<file path="config.mk">
export PLATFORM = sky130hd
export DESIGN_NAME = if_id_buffer
export DESIGN_NICKNAME = d
export VERILOG_FILES = /design/src/rtl/if_id_buffer.sv
export SDC_FILE = /design/constraint.sdc
export NUM_CORES = 1
export LEC_CHECK = 0
export ABC_AREA = 1
export ABC_CLOCK_PERIOD_IN_PS = 6300
export CORE_MARGIN = 1
export CORE_UTILIZATION = 30
export CTS_BUF_LIST = sky130_fd_sc_hd__clkbuf_8
export CTS_CLUSTER_DIAMETER = 60
export DETAILED_ROUTE_END_ITERATION = 6
export PLACE_DENSITY = 0.56
export SETUP_SLACK_MARGIN = 0.2
export SLEW_MARGIN = 15
export SYNTH_ARGS = -nofsm -noshare
export SYNTH_HDL_FRONTEND = slang
export SYNTH_SLANG_ARGS = --single-unit
</file>
<file path="constraint.sdc">
create_clock -name clk -period 6.3 [get_ports clk]
set_input_delay 0.945 -clock clk [delete_from_list [all_inputs] [get_ports clk]]
set_output_delay 0.945 -clock clk [all_outputs]
set_load 0.05 [all_outputs]
</file>
<file path="src/rtl/if_id_buffer.sv">
// Two-entry skid buffer between fetch and decode. o_ready is driven only by
// registered occupancy, so a decode stall never forms a combinational path back to the PC.
module if_id_buffer #(
  parameter int          DEPTH = 2,
  parameter logic [31:0] NOP   = 32'h0000_0000
) (
  input  logic        clk,
  input  logic        reset,
  input  logic        i_flush,
  input  logic        i_valid,
  input  logic [31:0] i_PC,
  input  logic [31:0] i_instr,
  output logic        o_ready,
  output logic        o_D_valid,
  output logic [31:0] o_D_PC,
  output logic [31:0] o_D_PC8,
  output logic [31:0] o_D_instr,
  input  logic        i_D_ready,
  output logic [1:0]  o_count
);

  localparam logic [1:0] FULL = 2'(DEPTH);

  logic [31:0] pc_mem    [DEPTH];
  logic [31:0] instr_mem [DEPTH];
  logic        wp, rp;
  logic [1:0]  count;
  logic        push, pop;

  function automatic logic [31:0] link_addr(input logic [31:0] pc);
    return pc + 32'd8;
  endfunction

  assign o_ready   = (count != FULL);
  assign o_D_valid = (count != 2'd0);
  assign push      = i_valid & o_ready & ~i_flush;
  assign pop       = o_D_valid & i_D_ready & ~i_flush;

  // Control state: reset and flush both empty the buffer.
  always_ff @(posedge clk) begin
    if (reset || i_flush) begin
      count <= 2'd0;
      wp    <= 1'b0;
      rp    <= 1'b0;
    end else begin
      if (push) wp <= wp + 1'b1;
      if (pop)  rp <= rp + 1'b1;
      if (push && !pop)      count <= count + 2'd1;
      else if (pop && !push) count <= count - 2'd1;
    end
  end

  // Entry storage carries no reset; contents are qualified by count.
  always_ff @(posedge clk) begin
    if (push) begin
      pc_mem[wp]    <= i_PC;
      instr_mem[wp] <= i_instr;
    end
  end

  assign o_D_PC    = o_D_valid ? pc_mem[rp]    : 32'h0;
  assign o_D_instr = o_D_valid ? instr_mem[rp] : NOP;
  assign o_D_PC8   = link_addr(o_D_PC);
  assign o_count   = count;

endmodule

</file>
==> reports/qor.csv, run 1 <==
metric,value,unit
initial core utilization,0.308,
routability cong.,0.863,
ys async rst share,0,
CP Launch Type,flip-flop,
biggest area consumer among synthesized cells,edfxtp_1,
CTS Buf Count,17,
max cap viols,0,
CP arrival,3.96,ns
Post-layout nets,849,
port bufs,168,
Final HPWL DP,11000,um
M2 GR Usage,0.240,
share of cells above drive strength 1,0.0633,
setup bufs post-CTS,0,
"Avg Cell Area, Syn",9.86,um^2
synth unique cells,22,
routed vias/inst,4.31,
hold slack,0.472,ns
share of Yosys cell area claimed by the top area cell type,0.637,
Worst Clk Skew,0.00853,ns
Die Wd,144,um
Max-slew headroom,0.280,
area of the core,19600,um^2
Max Slew Vio Count,0,
area delta synth->final,38.5,%
routed length per instance,14.6,um
"Hold Vio Cnt, Final",0,
Final Instance Area,8350,um^2
Ports,169,
ANT nets after route,0,
Setup-failing EPs final,0,
post-route minimum period,4.90,ns
critical-path maximum fanout,35,
status,completed,
ranking of synthesized cells by area,"edfxtp_1 64%, nand2_1 15%, nand3_1 3.5%, a21oi_1 3.2%, nor2_1 3.1%",
drt pass-1 iters,4,
"delay-heaviest family, CP",buffers and inverters,
Max Freq,204,MHz
global-route wire length before repair,23800,um
worst slew pin tran,1.08,ns
Max VDD drop,0.000140,V
post-synth net total,683,
via count,4555,
Post-CTS Resized,0,
Worst Hold Class,reg2reg,
met1 track demand over resource,0.200,
number of global-route vias before repair,4339,
TNS Setup,0,ns
critical path type,reg2out,
unrepaired setup endpoints after global routing,no,
largest net degree at the start of global routing,55,
drt total wl,15500,um
Critical Path RT,5.35,ns
root buffer cell,clkbuf_8,
die footprint,20700,um^2
slowest cell on the critical path,clkdlybuf4s50_1,
clock buffer depth,2,
"Seq/Total Area, Yosys",0.654,
hold path start,rp,
CP Capture Type,output pin,
die height,144,um
"Primary FF master, synth",edfxtp_1,
H-tree levels,4,
crit path cell chain,buf_4 > nor2_1 > nor2_1 > o21ai_2 > inv_1 > ha_1 > inv_1 > nor2_2 > inv_2 > nor2_2 > xor2_1 > clkdlybuf4s50_1,
Netlist Area Pre-Place,6030,um^2
"flops & latches, synth",133,
period utilization,0.778,
Total Power,2.03,mW
CTS tree,yes,
Synth warnings,0,
Post-synth EDFFs,128,
row cnt,51,
Starting DRT DRC Count,200,
overall routing resource usage,0.157,
# hold bufs at CTS,0,
leak pwr,3.14,nW
Post-DP Area,7950,um^2
pwr/cell area,243,nW/um^2
"Buf+Inv Stages, Crit Path",5,
Worst-path clk slew,0.08,ns
DRC errors left,0,
met3 track utilization from global routing,0.0653,
cells after synthesis,612,
GRT Max-Usage Layer,met2,
Sink Count,133,
CP max stage delay,0.81,ns
global route overflow,0,
Critical R2R Launch,o_count[0],
initial antenna violation count,2,
clock latency on the worst-skew pair,0.43,ns
-- cell families (layout without fill, tap and decap cells) --
group	count (synthesis)	after routing	synth area share
AOI/OAI and AO/OA	47	47	0.0402
xor gates and xnor gates	12	12	0.0174
adders and majority gates	2	2	0.00415
buffers and inverters	76	254	0.0564
DFF	133	133	0.654
other	0	2	0
and+or+nand+nor	342	342	0.228
-- final timing paths --
kind	to	slack (ns)	cells past startpoint
worst max-delay path	o_D_PC8[15]	1.40	12
worst min-delay path	flip-flop	0.47	2
worst min register to register	flip-flop	0.47	2
worst max register to register	pc_mem[0][30]	3.71	5
-- layer usage --
layer	share of wire	up-vias
met5	0	-
met4	0.011	0
met3	0.086	17
met2	0.44	149
met1	0.46	2046
li1	-	2343
-- cells in the final DEF (no fill, tap or decap), types with 3 or more instances in the layout --
cell type / instances
nand2_1: 240
clkdlybuf4s50_1: 168
edfxtp_1: 128
inv_1: 47
nor2_1: 47
nand3_1: 42
a21oi_1: 39
clkbuf_8: 17
xor2_1: 12
nor2_4: 6
nor2_2: 5
o21ai_0: 5
clkinvlp_4: 5
buf_4: 5
dfxtp_1: 4
inv_2: 3
bufinv_16: 3
clkinv_1: 3
-- where the power goes --
part           leakage (nW)  total, mW  internal [mW]  switching, mW
logic                  1.74      0.315          0.108          0.206
clock network         0.183      0.709          0.385          0.324
registers              1.21       1.00          0.997        0.00739
-- cell usage after synthesis, types with 5 or more instances --
cell type and number:
edfxtp_1 128, nand3_1 42, nor2_2 5, nor2_1 50, buf_1 8, o21ai_0 5
buf_4 6, inv_1 47, nand2_1 240, xor2_1 12, dfxtp_1 5, a21oi_1 39
buf_2 8
-- registers in the layout, indices dropped and copies added (netlist names), named ones only --
register,count
wp,1
pc_mem,64
instr_mem,64
o_count,2
rp,1
-- area by class of cell --
class,count,area (um^2)
diodes,2,5.00
flip-flops and latches,133,3950
well taps,265,332
repair buffers,173,1720
inverters,50,188
multi-input cells,403,1770
fillers,1921,11200
clock buffers,17,234
clock inverters,14,161
-- metrics by stage --
stage                      util  std cells  worst slack, ns
final                     0.426       1057             1.40
after global routing      0.426       1055             1.00
after CTS                 0.426       1055             1.27
after detailed placement  0.406       1024             1.78
after global placement    0.406       1024             1.83
after floorplan               -        612             1.78
-- worst min-delay path, stage by stage (launching register included) --
cell,delay [ns]
dfxtp_1,0.30
inv_1,0.07
a21oi_1,0.06
Note: power is estimated with default switching activity, not from simulation.
==> run 2: changes to the inputs <==
ABC_CLOCK_PERIOD_IN_PS = 4920   (was 6300)
clock period = 4.92 ns   (was 6.3 ns; I/O delays follow)
==> reports/qor.csv, run 2 (same netlist as run 1, synthesis figures left out) <==
metric,value,unit
critical path type,reg2out,
status,completed,
area delta synth->final,39.8,%
Comb pwr share,0.146,
share of cells above drive strength 1,0.0756,
ANT nets after route,0,
critical-path maximum fanout,35,
crit-path most repeated cell,nand2_1,
hold path start,rp,
post-route minimum period,4.42,ns
hold slack,0.470,ns
initial antenna violation count,2,
DRC errors left,0,
CTS tree,yes,
area of the multi-input gates,1770,um^2
Max-slew headroom,0.402,
die height,144,um
"Buf+Inv Stages, Crit Path",4,
"commonest non-fill, non-tap cell in the layout",nand2_1,
Critical R2R Launch,o_count[0],
Die Wd,144,um
unrepaired setup endpoints after global routing,no,
Post-CTS Resized,0,
"setup slack, reg-to-reg",2.86,ns
worst slew pin tran,0.898,ns
Worst Clk Skew,0.0103,ns
Max Slew Vio Count,0,
via count,4597,
initial core utilization,0.308,
fin util,0.430,
Sw Ratio,0.249,
reg2reg path depth,5,
Starting DRT DRC Count,200,
worst hold path depth,2,
reg2reg end,pc_mem[1][19],
area of the core,19600,um^2
period utilization,0.899,
global route overflow,0,
register area,3950,um^2
clock latency on the worst-skew pair,0.43,ns
Setup-failing EPs final,0,
CP Launch Type,flip-flop,
die footprint,20700,um^2
"Hold Vio Cnt, Final",0,
Max VDD drop,0.000182,V
"commonest cells after routing, fill and taps aside","240 x nand2_1, 162 x clkdlybuf4s50_1, 128 x edfxtp_1, 47 x inv_1, 47 x nor2_1",
Post-layout nets,852,
Ports,169,
TNS Setup,0,ns
net switching power figure,683,uW
drt total wl,15400,um
clock buffer depth,2,
routability cong.,0.865,
Critical Path RT,4.18,ns
pwr/cell area,326,nW/um^2
Total Power,2.75,mW
fillers,1919,
overall routing resource usage,0.156,
row cnt,51,
H-tree levels,4,
clock network fraction of total power,0.386,
number of global-route vias before repair,4479,
# hold bufs at CTS,0,
CTS Buf Count,17,
drt pass-1 iters,4,
max cap viols,0,
largest net degree at the start of global routing,66,
setup bufs post-CTS,0,
Worst-path clk slew,0.08,ns
leak pwr,3.21,nW
Max Freq,226,MHz
routed length per instance,14.5,um
routed vias/inst,4.34,
CP arrival,3.68,ns
slowest cell on the critical path,dfxtp_2,
"delay-heaviest family, CP",buffers and inverters,
crit path cell chain,inv_2 > o21ai_2 > inv_1 > ha_1 > inv_1 > nor2_2 > nand2_1 > nand2_1 > nand2_1 > clkdlybuf4s50_1,
Flop pwr share,0.468,
root buffer cell,clkbuf_8,
CP max stage delay,0.80,ns
P_int,2.06,mW
CP Capture Type,output pin,
global-route wire length before repair,23500,um
Worst Hold Class,reg2reg,
Final HPWL DP,11100,um
port bufs,168,
Sink Count,133,
run 2: cell types whose count changed in the layout (fill, tap and decap cells not counted), sizes merged:
cell / delta
clkdlybuf4s50: -6
clkinv: +1
bufinv: +3
diode: -1
clkinvlp: -3
buf: +9
run 2: worst reg2reg max path, stage by stage, from the launching register on:
cell and delay [ns]:
dfxtp_1 0.44, nor2_1 0.08, inv_1 0.08, nand3_1 0.20, nor2_4 0.13, buf_4 0.68
run 2: power groups by stage:
stage / Clock, mW / Sequential [mW] / Combinational, mW
2_1_floorplan: 0 / 1.31 / 0.236
3_3_place_gp: 0 / 1.31 / 0.404
3_5_place_dp: 0 / 1.31 / 0.406
4_1_cts: 1.09 / 1.29 / 0.407
5_1_grt: 1.14 / 1.29 / 0.429
6_report: 1.06 / 1.29 / 0.402
run 2: metal layers:
metal,vias to the layer above,part of all wire,GRT usage
li1,2351,-,-
met1,2078,0.43,0.187
met5,-,0.00078,0
met3,13,0.090,0.0643
met2,153,0.47,0.252
met4,2,0.0082,0.0515
run 2: per-stage QoR:
step / cells / area [um^2] / setup slack, ns
global route: 1059 / 8430 / 0.208
global placement: 1027 / 7960 / 0.915
floorplan: 612 / 6030 / 0.400
finish: 1060 / 8430 / 0.498
detailed placement: 1027 / 7960 / 0.941
CTS: 1059 / 8430 / 0.408
run 2: how the worst max path moves through the flow:
stage | startpoint | endpoint | cells after the start
2_1_floorplan | o_count[0] | instr_mem[1][0] | 4
3_3_place_gp | flip-flop | o_D_PC8[23] | 10
3_5_place_dp | flip-flop | o_D_PC8[29] | 10
4_1_cts | flip-flop | o_D_PC8[29] | 10
5_1_grt | flip-flop | o_D_PC8[23] | 11
6_report | flip-flop | o_D_PC8[23] | 10
run 2: final cells by class:
cell class / count / area share
flip-flops and latches: 133 / 0.468
well taps: 265 / 0.0393
clock buffers: 17 / 0.0277
multi-input cells: 403 / 0.210
inverters: 50 / 0.0223
clock inverters: 15 / 0.0277
repair buffers: 176 / 0.205
diodes: 1 / 0.000297
